`config.mk`:
```
export PLATFORM = sky130hd
export DESIGN_NAME = aes_128_core_ctrl
export DESIGN_NICKNAME = d
export VERILOG_FILES = /design/src/rtl/aes_ctrl_pkg.sv /design/src/rtl/aes_rkey_mem.sv /design/src/rtl/aes_128_core_ctrl.sv
export SDC_FILE = /design/constraint.sdc
export NUM_CORES = 2
export LEC_CHECK = 0
export ABC_AREA = 1
export CAP_MARGIN = 10
export CORE_MARGIN = 1
export CORE_UTILIZATION = 32
export DETAILED_ROUTE_END_ITERATION = 10
export PLACE_DENSITY = 0.47
export SKIP_LAST_GASP = 1
export SYNTH_ARGS = -nofsm -noshare
export SYNTH_HDL_FRONTEND = slang
export SYNTH_SLANG_ARGS = --single-unit
```
`constraint.sdc`:
```
create_clock -name clk -period 7.82 [get_ports clk]
set_clock_uncertainty 0.2 [all_clocks]
set_input_delay 2.346 -clock clk [delete_from_list [all_inputs] [get_ports clk]]
set_output_delay 2.346 -clock clk [all_outputs]
set_load 0.01 [all_outputs]
```
`src/rtl/aes_ctrl_pkg.sv`:
```
// Shared definitions for the AES-128 core sequencer: block/key sizes and FSM encoding.
package aes_ctrl_pkg;
  localparam int AES_NR    = 10;
  localparam int AES_NKEYS = AES_NR + 1;
  localparam int AES_BLK_W = 128;
  localparam int AES_IDX_W = 4;

  typedef enum logic [1:0] {
    ST_IDLE   = 2'd0,
    ST_LAUNCH = 2'd1,
    ST_RUN    = 2'd2,
    ST_HOLD   = 2'd3
  } ctrl_state_e;
endpackage

```
`src/rtl/aes_rkey_mem.sv`:
```
// Round-key register file with a per-entry loaded mask and asynchronous read.
// kill clears only the mask; key contents persist but a full reload is still required.
module aes_rkey_mem
  import aes_ctrl_pkg::*;
#(
  parameter int NKEYS = AES_NKEYS
) (
  input  logic                 clk,
  input  logic                 kill,
  input  logic                 we_i,
  input  logic [AES_IDX_W-1:0] waddr_i,
  input  logic [AES_BLK_W-1:0] wdata_i,
  input  logic [AES_IDX_W-1:0] raddr_i,
  output logic [AES_BLK_W-1:0] rdata_o,
  output logic                 full_o
);
  localparam logic [AES_IDX_W-1:0] LAST = AES_IDX_W'(NKEYS - 1);

  logic [AES_BLK_W-1:0] key_q [NKEYS];
  logic [NKEYS-1:0]     mask_q;
  logic                 wr_ok;

  assign wr_ok = we_i && (waddr_i <= LAST);

  always_ff @(posedge clk) begin
    if (wr_ok) begin
      key_q[waddr_i] <= wdata_i;
    end
  end

  always_ff @(posedge clk) begin
    if (kill) begin
      mask_q <= '0;
    end else if (wr_ok) begin
      mask_q <= mask_q | ({{(NKEYS-1){1'b0}}, 1'b1} << waddr_i);
    end
  end

  assign rdata_o = (raddr_i <= LAST) ? key_q[raddr_i] : '0;
  assign full_o  = &mask_q;
endmodule

```
`src/rtl/aes_128_core_ctrl.sv`:
```
// AES-128 core sequencer: key file, one-block launch, round-key feed, 1-deep result buffer.
// Optional launch-to-result watchdog is built when AES_CTRL_WDOG_EN is defined.
module aes_128_core_ctrl
  import aes_ctrl_pkg::*;
#(
  parameter int NR = AES_NR
`ifdef AES_CTRL_WDOG_EN
  , parameter int TMO_CYCLES = 64
`endif
) (
  input  logic                 clk,
  input  logic                 kill,
  input  logic                 cfg_we,
  input  logic [AES_IDX_W-1:0] cfg_addr,
  input  logic [AES_BLK_W-1:0] cfg_key,
  input  logic                 s_valid,
  input  logic [AES_BLK_W-1:0] s_data,
  output logic                 s_ready,
  output logic                 core_in_en,
  output logic [AES_BLK_W-1:0] core_in_data,
  output logic [AES_BLK_W-1:0] core_key_round,
  input  logic                 core_key_ready,
  input  logic                 core_out_en,
  input  logic [AES_BLK_W-1:0] core_out_data,
  output logic                 m_valid,
  output logic [AES_BLK_W-1:0] m_data,
  input  logic                 m_ready,
  output logic                 cfg_err,
  output logic                 seq_err,
  output logic                 tmo_err
);
  localparam logic [AES_IDX_W-1:0] LAST_IDX = AES_IDX_W'(NR);

  ctrl_state_e          state_q, state_d;
  logic [AES_IDX_W-1:0] key_idx_q, key_idx_d;
  logic                 core_in_en_q, core_in_en_d;
  logic [AES_BLK_W-1:0] core_in_data_q, core_in_data_d;
  logic                 m_valid_q, m_valid_d;
  logic [AES_BLK_W-1:0] m_data_q, m_data_d;
  logic                 cfg_err_q, cfg_err_d;
  logic                 seq_err_q, seq_err_d;
  logic                 keys_full, hs, cfg_ok, wdog_hit;

  assign s_ready = (state_q == ST_IDLE) && keys_full && !m_valid_q;
  assign hs      = s_valid && s_ready;
  // A write colliding with an accepted block loses: the block owns the cycle.
  assign cfg_ok    = cfg_we && (state_q == ST_IDLE) && (cfg_addr <= LAST_IDX) && !hs;
  assign cfg_err_d = cfg_we && !cfg_ok;

  aes_rkey_mem #(.NKEYS(NR + 1)) u_rkey_mem (
    .clk     (clk),
    .kill    (kill),
    .we_i    (cfg_ok),
    .waddr_i (cfg_addr),
    .wdata_i (cfg_key),
    .raddr_i (key_idx_q),
    .rdata_o (core_key_round),
    .full_o  (keys_full)
  );

`ifdef AES_CTRL_WDOG_EN
  localparam int                WDOG_W   = $clog2(TMO_CYCLES + 1);
  localparam logic [WDOG_W-1:0] WDOG_LIM = WDOG_W'(TMO_CYCLES);

  logic [WDOG_W-1:0] wdog_q, wdog_d;
  logic              tmo_err_q;

  always_comb begin
    wdog_d   = '0;
    wdog_hit = 1'b0;
    if (state_q == ST_RUN) begin
      wdog_d   = wdog_q + WDOG_W'(1);
      wdog_hit = (wdog_d == WDOG_LIM) && !core_out_en;
    end else begin
      wdog_d = '0;
    end
  end

  always_ff @(posedge clk) begin
    if (kill) begin
      wdog_q    <= '0;
      tmo_err_q <= 1'b0;
    end else begin
      wdog_q    <= wdog_d;
      tmo_err_q <= wdog_hit;
    end
  end

  assign tmo_err = tmo_err_q;
`else
  assign wdog_hit = 1'b0;
  assign tmo_err  = 1'b0;
`endif

  always_comb begin
    state_d        = state_q;
    key_idx_d      = key_idx_q;
    core_in_en_d   = 1'b0;
    core_in_data_d = '0;
    m_valid_d      = m_valid_q;
    m_data_d       = m_data_q;
    seq_err_d      = 1'b0;
    case (state_q)
      ST_IDLE: begin
        seq_err_d = core_key_ready || core_out_en;
        if (hs) begin
          state_d        = ST_LAUNCH;
          key_idx_d      = '0;
          core_in_en_d   = 1'b1;
          core_in_data_d = s_data;
        end else begin
          state_d = ST_IDLE;
        end
      end
      ST_LAUNCH: begin
        seq_err_d = core_key_ready || core_out_en;
        state_d   = ST_RUN;
      end
      ST_RUN: begin
        // out_en has priority over both the watchdog and a same-cycle key_ready.
        if (core_out_en) begin
          m_data_d  = core_out_data;
          m_valid_d = 1'b1;
          state_d   = ST_HOLD;
          seq_err_d = (key_idx_q != LAST_IDX);
        end else if (wdog_hit) begin
          state_d   = ST_IDLE;
          key_idx_d = '0;
        end else if (core_key_ready) begin
          if (key_idx_q == LAST_IDX) begin
            seq_err_d = 1'b1;
          end else begin
            key_idx_d = key_idx_q + 4'd1;
          end
        end else begin
          state_d = ST_RUN;
        end
      end
      ST_HOLD: begin
        seq_err_d = core_key_ready || core_out_en;
        if (m_ready) begin
          m_valid_d = 1'b0;
          state_d   = ST_IDLE;
          key_idx_d = '0;
        end else begin
          state_d = ST_HOLD;
        end
      end
      default: begin
        state_d   = ST_IDLE;
        key_idx_d = '0;
        m_valid_d = 1'b0;
      end
    endcase
  end

  always_ff @(posedge clk) begin
    if (kill) begin
      state_q        <= ST_IDLE;
      key_idx_q      <= '0;
      core_in_en_q   <= 1'b0;
      core_in_data_q <= '0;
      m_valid_q      <= 1'b0;
      m_data_q       <= '0;
      cfg_err_q      <= 1'b0;
      seq_err_q      <= 1'b0;
    end else begin
      state_q        <= state_d;
      key_idx_q      <= key_idx_d;
      core_in_en_q   <= core_in_en_d;
      core_in_data_q <= core_in_data_d;
      m_valid_q      <= m_valid_d;
      m_data_q       <= m_data_d;
      cfg_err_q      <= cfg_err_d;
      seq_err_q      <= seq_err_d;
    end
  end

  assign core_in_en   = core_in_en_q;
  assign core_in_data = core_in_data_q;
  assign m_valid      = m_valid_q;
  assign m_data       = m_data_q;
  assign cfg_err      = cfg_err_q;
  assign seq_err      = seq_err_q;
endmodule

```
; ---- Yosys cells after proc, flatten, opt, wreduce, memory -nomap -nowiden
; Memories as Yosys holds them, arrays and structs flattened. A register that Yosys moved wholly into a read port is not among the register bits.
; Cells that the tools add are included.
[word_totals]
n_memories = 1
register_bits = 277
latchBits = 0
inputBits = 395
mem_bits_ro = 0
ramBits = 1408
[mem_list]
columns = memory, depth, word_bits, rd, rd_clocked_by_memory_dff, wr, line_no
row1 = u_rkey_mem.key_q, 11, 128, 1, 1, 1, aes_rkey_mem.sv:19  ; logic [AES_BLK_W-1:0] key_q [NKEYS];
[op_classes]
n_reduce_logical = 22
n_mul = 0
n_shift = 1
n_addsub = 1
div_mod_pow = 0
magnitude_cmp = 2
mux = 24
n_bitwise = 3
n_eq_ne = 12
[ops]
columns = operator, n
row1 = $mux 128, 1
row2 = $mux 4, 7
row3 = $ne 2x2->1 const B, 6
row4 = $pmux 4 s3, 1
row5 = $or 11x11->11, 1
row6 = $reduce_and 11->1, 1
row7 = $shl 1x4->11 const A, 1
row8 = $mux 1, 9
row9 = $le 4x4->1 const B, 2
row10 = $logic_and 1x1->1, 8
row11 = $pmux 2 s4, 1
row12 = $mux 2, 3
row13 = $reduce_and 6->1, 1
row14 = $reduce_or 3->1, 2
row15 = $add 4x1->4 const B, 1
row16 = $eq 2x2->1 const B, 2
row17 = $eq 4x4->1 const B, 1
row18 = $ne 4x4->1 const B, 1
row19 = $pmux 1 s2, 2
row20 = $logic_not 1->1, 3
row21 = $ne 3x3->1 const B, 1
row22 = $reduce_and 3->1, 1
row23 = $reduce_bool 3->1, 1
row24 = $eq 2x1->1 const B, 1
row25 = 6 further kinds, 7

; ---- Depth between registers and ports, before layout
[logic_depth]
depth_word = 9
depth_mapped = 10
mapped_depth_nobuf = 10

; ---- Hierarchy
; From an unflattened synthesis, not the netlist that was laid out.
[unflattened]
cells_unflattened = 5715
area_unflattened_um2 = 66387.4
[by_module_without_submodules]
columns = module, area_each_um2, n_inst, cells_per_inst
row1 = aes_rkey_mem, 56870.8, 1, 4669
row2 = aes_128_core_ctrl, 9516.6, 1, 1046

; ---- Least setup slack after synthesis
; Ideal clock, no wire load.
[synth_timing]
path_type = input -> register
from = in cfg_addr[1]
to = mem u_rkey_mem.key_q[10][0] (enable)
cell_stages = 6
t_arrival_ps = 5654
setup_time_ps = 480
n_path_buf = 1
setup_slack_ps = 1486
path_cell_list = nand2_1 nand2_1 a21boi_0 clkbuf_1 nand4_1 inv_1
[synth_between]
elab_chain_cells = 6
[synth_lines]
columns = item, line_no
row1 = from (decl), aes_128_core_ctrl.sv:14  ; input logic [AES_IDX_W-1:0] cfg_addr,
row2 = $le 4x4->1, "aes_rkey_mem.sv:23, aes_128_core_ctrl.sv:47"
row3 = $logic_and 1x1->1 (2 in a row), aes_128_core_ctrl.sv:47  ; assign cfg_ok = cfg_we && (state_q == ST_IDLE) && (cfg_addr <= LAST_IDX) && !hs;
row4 = $logic_and 1x1->1, aes_rkey_mem.sv:23  ; assign wr_ok = we_i && (waddr_i <= LAST);
row5 = $mux 1, aes_rkey_mem.sv:26  ; if (wr_ok) begin
row6 = $mux 1 (not written as such), aes_rkey_mem.sv:27  ; key_q[waddr_i] <= wdata_i;
row7 = to (decl), aes_rkey_mem.sv:19
; Several ways; a longest one is shown, not always the timed one.

==> flow_summary.ini <==
[drt]
routed-via-count = 43500
avgViaCountPerCell = 4.95
drt-pass1-iter-count = 5
wl_per_cell_um = 24.7
postRouteWirelength_mm = 218
postRouteAntennaNets = 0
drc = 0
initialDrtViolationCount = 3516

[synthesis]
synth-warning-count = 0
yosys.area_share.simple = 0.126
synth_fp_nets = 5682
synth.mux.area_fraction = 0
syn_inst = 5281
ys_async_sr_fraction = 0
synth_seq_cells = 1689
synthXorXnorAreaFrac = 0
combinational_family_with_the_most_area_after_synthesis = simple AND/OR/NAND/NOR gates
yosys_most_used_dff = edfxtp_1
synth_enable_flop_cells = 1408
seq_area_frac_synth = 0.745
synth_top_cell_area_share = 0.658
synth_common_cells = 1408 x edfxtp_1, 1309 x nor2_1, 401 x o21ai_0, 395 x nand3_1, 285 x nand2_1
synthesized_area_um2 = 64300
synth_cell_type_count = 28
synth.most_common_cell = edfxtp_1
synth_largest_area_cell = edfxtp_1
ys_top_cells_by_area = edfxtp_1 66%, dfxtp_1 8.8%, nor2_1 7.6%
synth-adder-area-share = 0.00117
post_synthesis_average_cell_area_um2 = 12.2
synth_compound_gate_area_share = 0.0922

[timing]
report.final.slew_viol_count = 0
max-slew-margin-rel = 0.264
worst_pin_slew_ns = 1.10
max_freq_ghz = 0.143
final_period_minus_worst_setup_slack_ns = 6.99
post_route_clock_period_utilization = 0.894
fin_setup_tns_ns = 0
hold_viol_final = 0
final_setup_violations = 0
unrepaired_setup_endpoints_after_global_routing = false

[power]
p_int_w = 0.0148
power.switching_w = 0.00398
max-vdd-ir-drop_v = 0.000194
power.share.switching = 0.212
pwr-share-clk = 0.451
power_leakage_nw = 27.7
power_density_nw_per_um2 = 232
combinationalPowerShare = 0.025
seq_power_share = 0.523

[final_layout]
n_fill_cell = 18900
drive_gt1_frac = 0.0608
finish.cell_count_without_fillers = 8803
finalNetCount = 6381
syn2layout_area_growth_pct = 25.8

[floorplanning]
die_y_um = 450
die-width_um = 450
floorplan.io_pins = 785
die_footprint_um2 = 203000
fp-row-count = 164
floorplan.initialDensity = 0.322
placeable_core_region_um2 = 200000

[placement]
placed_cells = 8446
routabilityCongestion = 0.859
port-buffer-count = 783
hpwlAfterDp_mm = 129

[setup_path]
cp.required_ns = 5.27
critical_path.startpoint_type = register
critical_path.endpoint_type = output port
critical_setup_path_class = reg -> out
cp_max_fo = 119
worst-r2r-setup-slack_ns = 4.28
critical_path.endpoint = core_key_round[47]
worst_r2r_path_depth = 8
reg2reg_from = state_q[0]$_SDFFE_PP0P_
worstPathArrival_ns = 4.45
reg2reg_to = u_rkey_mem.key_q[10][116]$_DFFE_PP_

[outcome]
outcome = finished, final reports clean

[cts]
clockBufferDepth = 3
clk_pin_slew_ns = 0.06
clock-sinks = 1689
hold_buf_cts = 0
cts_root_buf = clkbuf_16
postCtsResizedCells = 0
tritoncts_clock_tree = yes
numCtsBuffers = 188
cts-htree-levels = 4
worst_skew_pair.late_latency_ns = 0.83
setup_fix_bufs_post_cts = 0

[global_routing]
grt_overflow_total = 0
grt_pass1_wl_mm = 309
pin_count_of_the_biggest_net_entering_global_routing = 150
grt_pass1_vias = 42200
global_route.usage.total = 0.209
grt_antenna_before_repair = 54

[flow_run]
cap_viol_max_count = 0

[min_path]
kind_of_path_behind_the_tightest_hold_check = reg -> reg
-- sequential cells by signal, summed over array words and instances, names as in the netlist, named ones only --
register           cells
u_rkey_mem.key_q    1408
core_in_data         128
m_data               128
u_rkey_mem.mask_q     11
key_idx_q              4
state_q                2
cfg_err                1
core_in_en             1
m_valid                1
seq_err                1
-- power groups by stage --
stage	Combinational, W	Sequential, W	Clock [W]
2_1_floorplan	0.0000920	0.0100	0
3_3_place_gp	0.000483	0.0100	0
3_5_place_dp	0.000485	0.0100	0
4_1_cts	0.000488	0.00983	0.00868
5_1_grt	0.000517	0.00983	0.00900
6_report	0.000478	0.00983	0.00847
-- worst min path at each step --
stage	start	end	slack, ns	cells past startpoint
finish	u_rkey_mem.mask_q[10]$_SDFFE_PP0P_	u_rkey_mem.mask_q[10]$_SDFFE_PP0P_	0.25	2
global route	u_rkey_mem.mask_q[10]$_SDFFE_PP0P_	u_rkey_mem.mask_q[10]$_SDFFE_PP0P_	0.27	2
floorplan	u_rkey_mem.mask_q[10]$_SDFFE_PP0P_	u_rkey_mem.mask_q[10]$_SDFFE_PP0P_	0.22	2
global placement	u_rkey_mem.mask_q[10]$_SDFFE_PP0P_	u_rkey_mem.mask_q[10]$_SDFFE_PP0P_	0.25	2
CTS	u_rkey_mem.mask_q[10]$_SDFFE_PP0P_	u_rkey_mem.mask_q[10]$_SDFFE_PP0P_	0.25	2
detailed placement	u_rkey_mem.mask_q[10]$_SDFFE_PP0P_	u_rkey_mem.mask_q[10]$_SDFFE_PP0P_	0.25	2
-- cells in the final DEF, fill, tap and decap left out, types with 2 or more instances in the layout --
cell	count
nand3_1	394
clkinv_2	37
clkinv_16	3
ha_1	6
or2_2	2
buf_4	46
bufinv_16	5
nand4_1	15
clkbuf_1	37
clkbuf_8	14
dfxtp_1	277
a21oi_1	148
clkinv_8	3
o21ai_1	243
inv_8	2
nand2_1	284
o211ai_1	256
diode_2	13
nor2_1	1309
clkdlybuf4s50_1	783
inv_1	151
clkbuf_16	190
dfxtp_4	4
clkinv_1	43
o21ai_0	401
clkinvlp_4	4
edfxtp_1	1408
inv_16	4
buf_12	36
inv_6	18
-- worst max-delay path, stage by stage (launching register included) --
cell             delay [ns]
dfxtp_4                0.80
inv_8                  0.44
buf_12                 0.38
nor2_1                 0.14
o21ai_0                0.09
nand3_1                0.17
nand3_1                0.31
a21oi_1                0.48
clkdlybuf4s50_1        0.62
-- routing by layer --
layer / vias to the layer above / routed length, um / global-route usage / share of wire
met2: 1289 / 110000 / 0.362 / 0.51
met5: - / 79 / 0 / 0.00036
li1: 20200 / - / - / -
met4: 12 / 8640 / 0.0817 / 0.040
met1: 21700 / 87300 / 0.254 / 0.40
met3: 380 / 11200 / 0.0411 / 0.051
-- cell type report --
type	count	area [um2]	area share
Clock inverter	103	785	0.00970
Clock buffer	241	5090	0.0629
Inverter	168	714	0.00883
Sequential cell	1689	47900	0.592
Timing Repair Buffer	865	8900	0.110
Multi-Input combinational cell	3068	14100	0.175
Tap cell	2656	3320	0.0411
Antenna cell	13	32.5	0.000402
-- stage by stage --
stage / area (um2) / hold WS, ns / total power, W / setup WS, ns / utilization
after floorplan: 64300 / 0.224 / 0.0101 / 1.49 / -
final: 80900 / 0.255 / 0.0188 / 0.826 / 0.405
after global placement: 75000 / 0.246 / 0.0105 / 1.13 / 0.375
after CTS: 80800 / 0.254 / 0.0190 / 0.676 / 0.405
after global routing: 80900 / 0.269 / 0.0194 / 0.528 / 0.405
after detailed placement: 75000 / 0.245 / 0.0105 / 1.61 / 0.376
-- logic make-up after synthesis --
| group | Yosys count |
|---|---|
| AOI/OAI and AO/OA | 1053 |
| adders and majority gates | 6 |
| buffers and inverters | 524 |
| DFF | 1689 |
| other | 1 |
| and+or+nand+nor | 2008 |
Power figures use the tool's default switching activity.
